[src/rtl/ex_stage_if.sv]
// ID -> EX operand bundle and the EX result bundle that goes to EX/MEM and ID forwarding.
interface ex_stage_if;
    logic [2:0]  id_alusel_i;
    logic [7:0]  id_aluop_i;
    logic [31:0] id_reg1_i;
    logic [31:0] id_reg2_i;
    logic [4:0]  id_waddr_i;
    logic        id_wreg_i;
    logic        ex_wreg_o;
    logic [4:0]  ex_waddr_o;
    logic [31:0] ex_wdata_o;

    modport slave (
        input  id_alusel_i, id_aluop_i, id_reg1_i, id_reg2_i, id_waddr_i, id_wreg_i,
        output ex_wreg_o, ex_waddr_o, ex_wdata_o
    );

    modport master (
        output id_alusel_i, id_aluop_i, id_reg1_i, id_reg2_i, id_waddr_i, id_wreg_i,
        input  ex_wreg_o, ex_waddr_o, ex_wdata_o
    );
endinterface

[src/rtl/ex_stage.sv]
// Execute stage: ID/EX register, single-cycle logic/shift unit and a multi-cycle
// radix-2 restoring divider for DIV/DIVU that writes HI/LO.
module ex_stage #(
    parameter int DIV_CYCLES = 32
) (
    input  logic        clk,
    input  logic        rst,
    input  logic        stall_i,
    input  logic        flush_i,
    ex_stage_if.slave   bus,
    output logic        stall_req_o,
    output logic [31:0] hi_o,
    output logic [31:0] lo_o
);
    localparam logic [2:0] ALU_RES_NOP   = 3'b000;
    localparam logic [2:0] ALU_RES_LOGIC = 3'b001;
    localparam logic [2:0] ALU_RES_SHIFT = 3'b010;

    localparam logic [7:0] ALU_NOP_OP  = 8'h00;
    localparam logic [7:0] ALU_AND_OP  = 8'h24;
    localparam logic [7:0] ALU_OR_OP   = 8'h25;
    localparam logic [7:0] ALU_XOR_OP  = 8'h26;
    localparam logic [7:0] ALU_NOR_OP  = 8'h27;
    localparam logic [7:0] ALU_SLL_OP  = 8'h7C;
    localparam logic [7:0] ALU_SRL_OP  = 8'h02;
    localparam logic [7:0] ALU_SRA_OP  = 8'h03;
    localparam logic [7:0] ALU_DIV_OP  = 8'h1A;
    localparam logic [7:0] ALU_DIVU_OP = 8'h1B;

    localparam int              CW       = (DIV_CYCLES > 1) ? $clog2(DIV_CYCLES) : 1;
    localparam logic [CW-1:0]   CNT_LAST = CW'(DIV_CYCLES - 1);

    typedef enum logic [1:0] {
        S_IDLE,
        S_BUSY,
        S_DONE
    } div_state_t;

    // ID/EX pipeline register
    logic [2:0]  alusel_q;
    logic [7:0]  aluop_q;
    logic [31:0] reg1_q;
    logic [31:0] reg2_q;
    logic [4:0]  waddr_q;
    logic        wreg_q;

    logic idex_load;
    assign idex_load = !flush_i && !stall_i && !stall_req_o;

    always_ff @(posedge clk) begin
        if (rst || flush_i) begin
            alusel_q <= ALU_RES_NOP;
            aluop_q  <= ALU_NOP_OP;
            reg1_q   <= '0;
            reg2_q   <= '0;
            waddr_q  <= '0;
            wreg_q   <= 1'b0;
        end else if (idex_load) begin
            alusel_q <= bus.id_alusel_i;
            aluop_q  <= bus.id_aluop_i;
            reg1_q   <= bus.id_reg1_i;
            reg2_q   <= bus.id_reg2_i;
            waddr_q  <= bus.id_waddr_i;
            wreg_q   <= bus.id_wreg_i;
        end
    end

    logic is_div;
    logic is_sdiv;
    assign is_sdiv = (aluop_q == ALU_DIV_OP);
    assign is_div  = is_sdiv || (aluop_q == ALU_DIVU_OP);

    // Single-cycle result path
    logic [31:0] wdata;
    logic [4:0]  shamt;
    assign shamt = reg2_q[4:0];

    always_comb begin
        wdata = '0;
        case (alusel_q)
            ALU_RES_LOGIC: begin
                case (aluop_q)
                    ALU_AND_OP: wdata = reg1_q & reg2_q;
                    ALU_OR_OP:  wdata = reg1_q | reg2_q;
                    ALU_XOR_OP: wdata = reg1_q ^ reg2_q;
                    ALU_NOR_OP: wdata = ~(reg1_q | reg2_q);
                    default:    wdata = '0;
                endcase
            end
            ALU_RES_SHIFT: begin
                case (aluop_q)
                    ALU_SLL_OP: wdata = reg1_q << shamt;
                    ALU_SRL_OP: wdata = reg1_q >> shamt;
                    ALU_SRA_OP: wdata = $signed(reg1_q) >>> shamt;
                    default:    wdata = '0;
                endcase
            end
            default: wdata = '0;
        endcase
    end

    assign bus.ex_wreg_o  = wreg_q && !is_div;
    assign bus.ex_waddr_o = waddr_q;
    assign bus.ex_wdata_o = wdata;

    // Divider
    div_state_t  state_q, state_d;
    logic [CW-1:0] cnt_q, cnt_d;
    logic [31:0] rem_q, rem_d;
    logic [31:0] quo_q, quo_d;
    logic [31:0] dvs_q, dvs_d;
    logic        q_neg_q, q_neg_d;
    logic        r_neg_q, r_neg_d;
    logic        dvz_q, dvz_d;
    logic        done_q, done_d;
    logic [31:0] hi_q, hi_d;
    logic [31:0] lo_q, lo_d;

    logic [31:0] a_abs;
    logic [31:0] b_abs;
    logic [32:0] partial;
    logic [32:0] diff;

    assign a_abs   = (is_sdiv && reg1_q[31]) ? (~reg1_q + 32'd1) : reg1_q;
    assign b_abs   = (is_sdiv && reg2_q[31]) ? (~reg2_q + 32'd1) : reg2_q;
    assign partial = {rem_q, quo_q[31]};
    assign diff    = partial - {1'b0, dvs_q};

    // done_q blocks a held div op from restarting after its result was written
    assign stall_req_o = ((state_q == S_IDLE) && is_div && !done_q) || (state_q == S_BUSY);

    always_comb begin
        state_d = state_q;
        cnt_d   = cnt_q;
        rem_d   = rem_q;
        quo_d   = quo_q;
        dvs_d   = dvs_q;
        q_neg_d = q_neg_q;
        r_neg_d = r_neg_q;
        dvz_d   = dvz_q;
        hi_d    = hi_q;
        lo_d    = lo_q;
        done_d  = done_q;

        case (state_q)
            S_IDLE: begin
                if (is_div && !done_q && !flush_i) begin
                    state_d = (reg2_q == 32'd0) ? S_DONE : S_BUSY;
                    cnt_d   = '0;
                    rem_d   = '0;
                    quo_d   = a_abs;
                    dvs_d   = b_abs;
                    q_neg_d = is_sdiv && (reg1_q[31] ^ reg2_q[31]);
                    r_neg_d = is_sdiv && reg1_q[31];
                    dvz_d   = (reg2_q == 32'd0);
                end
            end
            S_BUSY: begin
                if (flush_i) begin
                    state_d = S_IDLE;
                end else begin
                    if (!diff[32]) begin
                        rem_d = diff[31:0];
                        quo_d = {quo_q[30:0], 1'b1};
                    end else begin
                        rem_d = partial[31:0];
                        quo_d = {quo_q[30:0], 1'b0};
                    end
                    cnt_d = cnt_q + 1'b1;
                    if (cnt_q == CNT_LAST) begin
                        state_d = S_DONE;
                    end
                end
            end
            S_DONE: begin
                state_d = S_IDLE;
                if (!flush_i) begin
                    done_d = 1'b1;
                    if (dvz_q) begin
                        lo_d = 32'hFFFF_FFFF;
                        hi_d = reg1_q;
                    end else begin
                        lo_d = q_neg_q ? (~quo_q + 32'd1) : quo_q;
                        hi_d = r_neg_q ? (~rem_q + 32'd1) : rem_q;
                    end
                end
            end
            default: state_d = S_IDLE;
        endcase

        if (flush_i || idex_load) begin
            done_d = 1'b0;
        end
    end

    always_ff @(posedge clk) begin
        if (rst) begin
            state_q <= S_IDLE;
            cnt_q   <= '0;
            rem_q   <= '0;
            quo_q   <= '0;
            dvs_q   <= '0;
            q_neg_q <= 1'b0;
            r_neg_q <= 1'b0;
            dvz_q   <= 1'b0;
            done_q  <= 1'b0;
            hi_q    <= '0;
            lo_q    <= '0;
        end else begin
            state_q <= state_d;
            cnt_q   <= cnt_d;
            rem_q   <= rem_d;
            quo_q   <= quo_d;
            dvs_q   <= dvs_d;
            q_neg_q <= q_neg_d;
            r_neg_q <= r_neg_d;
            dvz_q   <= dvz_d;
            done_q  <= done_d;
            hi_q    <= hi_d;
            lo_q    <= lo_d;
        end
    end

    assign hi_o = hi_q;
    assign lo_o = lo_q;
endmodule

[src/flat_wrapper.sv]
// flat-port wrapper written by rule: the top's interface ports become plain ports
module ex_stage_flat 
#(
    parameter int DIV_CYCLES = 32
)
  (clk, rst, stall_i, flush_i, stall_req_o, hi_o, lo_o, bus_id_alusel_i, bus_id_aluop_i, bus_id_reg1_i, bus_id_reg2_i, bus_id_waddr_i, bus_id_wreg_i, bus_ex_wreg_o, bus_ex_waddr_o, bus_ex_wdata_o);
  ex_stage_if bus_i ();
  input  logic clk;
  input  logic rst;
  input  logic stall_i;
  input  logic flush_i;
  output logic stall_req_o;
  output logic [31:0] hi_o;
  output logic [31:0] lo_o;
  input wire logic [$bits(bus_i.id_alusel_i)-1:0] bus_id_alusel_i;
  input wire logic [$bits(bus_i.id_aluop_i)-1:0] bus_id_aluop_i;
  input wire logic [$bits(bus_i.id_reg1_i)-1:0] bus_id_reg1_i;
  input wire logic [$bits(bus_i.id_reg2_i)-1:0] bus_id_reg2_i;
  input wire logic [$bits(bus_i.id_waddr_i)-1:0] bus_id_waddr_i;
  input wire logic [$bits(bus_i.id_wreg_i)-1:0] bus_id_wreg_i;
  output wire logic [$bits(bus_i.ex_wreg_o)-1:0] bus_ex_wreg_o;
  output wire logic [$bits(bus_i.ex_waddr_o)-1:0] bus_ex_waddr_o;
  output wire logic [$bits(bus_i.ex_wdata_o)-1:0] bus_ex_wdata_o;
  assign bus_i.id_alusel_i = bus_id_alusel_i;
  assign bus_i.id_aluop_i = bus_id_aluop_i;
  assign bus_i.id_reg1_i = bus_id_reg1_i;
  assign bus_i.id_reg2_i = bus_id_reg2_i;
  assign bus_i.id_waddr_i = bus_id_waddr_i;
  assign bus_i.id_wreg_i = bus_id_wreg_i;
  assign bus_ex_wreg_o = bus_i.ex_wreg_o;
  assign bus_ex_waddr_o = bus_i.ex_waddr_o;
  assign bus_ex_wdata_o = bus_i.ex_wdata_o;
  ex_stage #(.DIV_CYCLES(DIV_CYCLES)) u_core (.clk(clk), .rst(rst), .stall_i(stall_i), .flush_i(flush_i), .bus(bus_i), .stall_req_o(stall_req_o), .hi_o(hi_o), .lo_o(lo_o));
endmodule
[config.mk]
export PLATFORM = sky130hd
export DESIGN_NAME = ex_stage_flat
export DESIGN_NICKNAME = d
export VERILOG_FILES = /design/src/rtl/ex_stage_if.sv /design/src/rtl/ex_stage.sv /design/src/flat_wrapper.sv
export SDC_FILE = /design/constraint.sdc
export NUM_CORES = 1
export LEC_CHECK = 0
export ABC_AREA = 1
export BUFFER_PORTS_ARGS = -buffer_cell sky130_fd_sc_hd__buf_2
export CORE_UTILIZATION = 30
export DETAILED_ROUTE_END_ITERATION = 12
export PLACE_DENSITY = 0.49
export SYNTH_ARGS = -nofsm -noshare
export SYNTH_HDL_FRONTEND = slang
export SYNTH_SLANG_ARGS = --single-unit
[constraint.sdc]
create_clock -name clk -period 4.8 [get_ports clk]
set_clock_uncertainty 0.05 [all_clocks]
set_input_delay 0.96 -clock clk [delete_from_list [all_inputs] [get_ports clk]]
set_output_delay 0.96 -clock clk [all_outputs]
set_load 0.02 [all_outputs]
* Yosys cells after proc, flatten, opt, wreduce, memory -nomap -nowiden
Index checks and enable logic that the tools add are counted.
** Operators by class
- Add/subtract/negate cells :: 6
- Equality and inequality tests :: 17
- Shift operators :: 3
- Mux-type cells :: 25
- Bitwise operators :: 10
- Reduce and logical (&&, ||, !) cells :: 27
** Operator list (number)
- two-way mux 32 bit :: 11
- one-hot mux 32 bit (2 select lines) :: 3
- inverter 32 bit :: 5
- adder 32 x 1 -> 32 bit, second input constant :: 4
- one-hot mux 32 bit (4 select lines) :: 1
- one-hot mux 32 bit (3 select lines) :: 1
- subtractor 33 x 32 -> 33 bit :: 1
- bitwise AND 32 bit :: 1
- equality test 8 x 6 -> 1 bit, second input constant :: 4
- zero test 32 bit :: 1
- bitwise OR 32 bit :: 1
- << shifter 32 x 5 -> 32 bit :: 1
- >> shifter 32 x 5 -> 32 bit :: 1
- >>> shifter 32 x 5 -> 32 bit :: 1
- XOR 32 bit :: 1
- equality test 8 x 2 -> 1 bit, second input constant :: 2
- equality test 8 x 5 -> 1 bit, second input constant :: 2
- logical AND 1 bit :: 10
- two-way mux 5 bit :: 2
- one-hot mux 5 bit (2 select lines) :: 1
- equality test 8 x 7 -> 1 bit, second input constant :: 1
- two-way mux 2 bit :: 4
- AND reduction 2 bit :: 3
- adder 5 x 1 -> 5 bit, second input constant :: 1
- other kinds (17) :: 25
** Storage, ports and cells
- Bits in registers :: 252
- Output and inout port bits :: 103

* Logic depth before layout (Yosys ltp)
- Depth after elaboration :: 9
- Gate-level depth with buffers :: 18
- Gate-level depth less buffers :: 17

* Least setup slack after synthesis
No wires, ideal clock.
- Kind :: register -> output
- From :: reg u_core.aluop_q[0]
- To :: out bus_ex_wdata_o[7]
- Data arrival time :: 1.906 ns
- Required time :: 3.790 ns
- Path slack :: 1.884 ns
- Cell stages (with the launch flop) :: 11
- Buffers on the path :: 1
- Cells stage by stage :: dfxtp_1 > inv_1 > nand2_1 > nor3_4 > inv_1 > nor2_4 > buf_4 > nand2_1 > nand3_1 > nand2_1 > o21ai_0
** Between the ends
- Longest elaborated chain between the ends :: 3
** Ends and longest elaborated chain
- start, declared :: RTL line ex_stage.sv:41 : logic [7:0] aluop_q;
- start signal, assigned :: RTL line ex_stage.sv:60 : aluop_q <= bus.id_aluop_i;
- equality test 8 x 6 -> 1 bit (tied with other cells) :: RTL line ex_stage.sv:82 : case (aluop_q)
- one-hot mux 32 bit (4 select lines) or one-hot mux 32 bit (3 select lines) (tied branches) :: RTL line ex_stage.sv:82, ex_stage.sv:91
- one-hot mux 32 bit (2 select lines) (*) :: RTL line ex_stage.sv:80 : case (alusel_q)
- end, declared :: RTL line flat_wrapper.sv:23 : output wire logic [$bits(bus_i.ex_wdata_o)-1:0] bus_ex_wdata_o;
Every way passes the cells marked *; elsewhere a longest branch is shown, timed or not.

* Worst setup path after layout
- From :: reg u_core.reg1_q[31]
- To :: out bus_ex_wdata_o[16]
** Between the ends
- Longest elaborated chain between the ends :: 3
** Ends and longest elaborated chain
- start, declared :: RTL line ex_stage.sv:42 : logic [31:0] reg1_q;
- start signal, assigned :: RTL line ex_stage.sv:61 : reg1_q <= bus.id_reg1_i;
- >>> shifter 32 x 5 -> 32 bit (tied with other cells) :: RTL line ex_stage.sv:94 : ALU_SRA_OP: wdata = $signed(reg1_q) >>> shamt;
- one-hot mux 32 bit (3 select lines) (*) :: RTL line ex_stage.sv:91 : case (aluop_q)
- one-hot mux 32 bit (2 select lines) (*) :: RTL line ex_stage.sv:80
Marks and branches as above.

==> metrics.md <==
| Metric | Value |
|---|---|
| Mux cell area share after synthesis | less than 1% |
| H-tree depth | 1 |
| Inst Count DP | about 4600 |
| Commonest cells after routing, fill and taps aside | 1061 x nand2_1, 379 x inv_1, 338 x a21oi_1 |
| Final setup violation count | 0 |
| Fin cells | about 4600 |
| Yosys warnings | 0 |
| Syn-to-layout area delta | 14.8% |
| GRT overflow | 0 |
| Worst Setup End Kind | primary output |
| Chip Height | approximately 270 um |
| Predominant post-synthesis flop cell | dfxtp_1 |
| Core Util, Final | a little over a third |
| Buffer count from post-CTS setup fixing | 0 |
| CTS tree | built |
| CP dominant cell by count | nand2_1 |
| Post-detail-place hpwl | between 70000 and 80000 um |
| Final Cycle Share | between 90% and 100% |
| Flops & latches, synth | about 250 |
| Share of cells above drive strength 1 | 10.1% |
| WP data required | 3790 ps |
| Syn Inst Count | between 3000 and 4000 |
| Slew Viols, Final | 0 |
| Drt via density | between 5 and 6 |
| CP peak stage delay | between 800 and 900 ps |
| Worst Hold Class | reg2reg |
| Max Fclk | about 0.21 GHz |
| Pwr Density | roughly 230 nW/um2 |
| Initial core utilization | a little under a third |
| Clock tree buffer depth | 3 |
| Skew-Pair Late Insertion Delay | between 600 and 700 ps |
| Synth async-reset ratio | 0% |
| # IOs | between 150 and 200 |
| Port bufs | 187 |
| DR iter-0 viols | roughly 2400 |
| Setup TNS | 0 ps |
| Initial antenna violation count | 3 |
| Setup CP Type | reg2out |
| Main combinational cell family by area after synthesis | simple AND/OR/NAND/NOR gates |
| Critical path startpoint | u_core.reg1_q[31]$_SDFFE_PP0P_ |
| CP Buf/Inv Count | 3 |
| CP arrival | roughly 3700 ps |
| Most common cell after layout, fill and taps aside | nand2_1 |
| Detailed Route WL | ~100000 um |
| Max Cap Viol | 0 |
| Rows | between 90 and 100 |
| # diodes | 0 |
| Core area | between 60000 and 70000 um2 |
| Global-route wire length before repair | 146000 um |
| DRC | 0 |
| Syn_nets | between 3000 and 4000 |
| Crit-path cells | clkinvlp_4, nor2_1, nor2_1, inv_1, nand2_1, o21ai_0, nand2_1, nand2_1, buf_2 |
| CTS Buf Count | 31 |
| WL/cell | roughly 22 um |
| Tmin final | 4700 ps |
| Crit path depth | 9 |
| Worst setup SP type | flop |
| Complex-gate fraction of the synthesized area | between 20% and 30% |
| Worst reg2reg endpoint | u_core.rem_q[31]$_SDFFE_PP0P_ |
| Post-route antenna net violation count | 0 |
| Critical path's slowest cell | dfxtp_1 |
| Synth Area in Adders | under 10% |
| Number of synthesized flops with an enable pin | 0 |
| Rel. slew slack | between 30% and 40% |
| Vias | between 20000 and 25000 |
| Worst Max-Slew Pin Slew | about 990 ps |
| Final hold viol count | 0 |
| Cell family with most CP delay | simple AND/OR/NAND/NOR gates |
| Max Fanout on Critical Path | 11 |
| Clock Sinks | around 250 |
| RSZ-0062 raised after global routing | no |
| P_leak | roughly 11 nW |
| Gpl congestion | around 0.98 |
| Die W | 266 um |
| Die area | ~71000 um2 |
| Drt first pass iters | 7 |
| Total Routing Usage GR | roughly 27% |
| Distinct cells, synth | 52 |
| Worst R2R Path Depth | 17 |
| Final nets | around 3900 |
| Seq/Total Area, Yosys | 24.1% |
| Flop-to-flop setup slack | around 1400 ps |
| Status | finished clean |
| Worst-path clk slew | ~60 ps |
| CTS root buf | clkbuf_16 |
| CP Capture Point | bus_ex_wdata_o[16] |
| Synth Area per Inst | 5.92 um2 |
| Largest net degree at the start of global routing | 65 |
| XOR/XNOR share of the synthesized area | between 1.5 and 2% |
| Netlist Area Pre-Place | 21000 um2 |
| Post-synthesis simple-gate area fraction | approximately a third |
| Power after layout | ~5.4 mW |
| Worst r2r src | u_core.quo_q[31]$_SDFFE_PP0P_ |
| Vias in the first global route | approximately 23000 |
| IR drop worst, VDD | roughly 0.00028 V |
-- power by group --
part | total, mW | internal [mW] | switching (mW)
combinational | 0.612 | 0.169 | 0.442
sequential | 2.15 | 2.11 | 0.0397
clock | 2.67 | 1.63 | 1.03
-- cell families (layout without fill, tap and decap cells) --
| kind of cell | count (synthesis) | in the layout |
|---|---|---|
| AO/OA/AOI/OAI | 837 | 837 |
| buffers and inverters | 571 | 724 |
| flip-flops | 252 | 252 |
| XOR/XNOR | 42 | 42 |
| multiplexers | 18 | 18 |
| AND/OR/NAND/NOR | 1719 | 1719 |
| adder cells (fa/ha/maj) | 104 | 104 |
-- worst min path at each step --
stage,startpoint,endpoint,slack [ps],cells past startpoint
after global routing,u_core.hi_o[24]$_SDFFE_PP0P_,u_core.hi_o[24]$_SDFFE_PP0P_,430,2
final,u_core.wreg_q$_SDFFE_PP0P_,u_core.wreg_q$_SDFFE_PP0P_,410,2
after global placement,u_core.dvs_q[24]$_SDFFE_PP0P_,u_core.dvs_q[24]$_SDFFE_PP0P_,390,2
after floorplan,u_core.dvs_q[24]$_SDFFE_PP0P_,u_core.dvs_q[24]$_SDFFE_PP0P_,370,2
after CTS,u_core.wreg_q$_SDFFE_PP0P_,u_core.wreg_q$_SDFFE_PP0P_,410,2
after detailed placement,u_core.wreg_q$_SDFFE_PP0P_,u_core.wreg_q$_SDFFE_PP0P_,400,2
-- cell usage after synthesis (17+ instances only) --
| cell | n | area share (%) |
|---|---|---|
| o21a_1 | 17 | 0.61 |
| nand2_1 | 1061 | 19 |
| o211ai_1 | 33 | 1.2 |
| xor2_1 | 35 | 1.5 |
| a31oi_1 | 22 | 0.66 |
| buf_2 | 37 | 0.88 |
| a21oi_1 | 338 | 8.1 |
| nand3_1 | 280 | 6.7 |
| dfxtp_1 | 252 | 24 |
| mux2i_1 | 18 | 0.86 |
| clkbuf_1 | 96 | 1.7 |
| o22ai_1 | 21 | 0.63 |
| nor2_1 | 237 | 4.2 |
| nand3b_1 | 18 | 0.64 |
| o2111ai_1 | 21 | 0.88 |
| ha_1 | 103 | 6.1 |
| inv_1 | 379 | 6.8 |
| o21ai_0 | 336 | 8.0 |
| buf_1 | 17 | 0.30 |
| nor3_1 | 34 | 0.81 |
| nand4_1 | 39 | 1.2 |
-- worst min-delay path, cell delays in order, from the launching register on --
cell,delay (ps)
dfxtp_1,300
inv_1,60
a21oi_1,60
-- cell type report --
| class | count | area [um2] |
|---|---|---|
| Clock buffer | 38 | 852 |
| Clock inverter | 19 | 287 |
| Sequential cell | 252 | 5050 |
| Timing Repair Buffer | 262 | 1510 |
| Tap cell | 931 | 1160 |
| Multi-Input combinational cell | 2720 | 13700 |
| Fill cell | 7912 | 44900 |
| Inverter | 405 | 1530 |
-- routing by layer --
| layer | vias to the layer above | wire [um] | global-route usage, % |
|---|---|---|---|
| met3 | 221 | 6890 | 3.53 |
| met2 | 942 | 44000 | 42.7 |
| met4 | 4 | 5200 | 12.5 |
| met5 | - | 27 | 0 |
| li1 | 12000 | - | - |
| met1 | 11400 | 43800 | 37.4 |
-- stage by stage --
| step | hold slack, ps | worst slack, ps | area [um2] |
|---|---|---|---|
| 2_1_floorplan | 371 | 1880 | 21000 |
| 3_3_place_gp | 391 | 758 | 22900 |
| 3_5_place_dp | 399 | 801 | 22900 |
| 4_1_cts | 409 | 140 | 24100 |
| 5_1_grt | 427 | 22.2 | 24100 |
| 6_report | 408 | 101 | 24100 |
-- registers in the layout (all words and copies together), names as in the netlist, 8 cells and up --
name and flops:
u_core.reg1_q 32, u_core.hi_o 32, u_core.quo_q 32, u_core.lo_o 32
u_core.reg2_q 32, u_core.aluop_q 8, u_core.dvs_q 32, u_core.rem_q 32
-- repair_timing --
action	in CTS	in global routing
setup endpoints to repair	0	11
resized for setup	0	2
hold buffers	0	0
(Power assumes the default switching activity.)
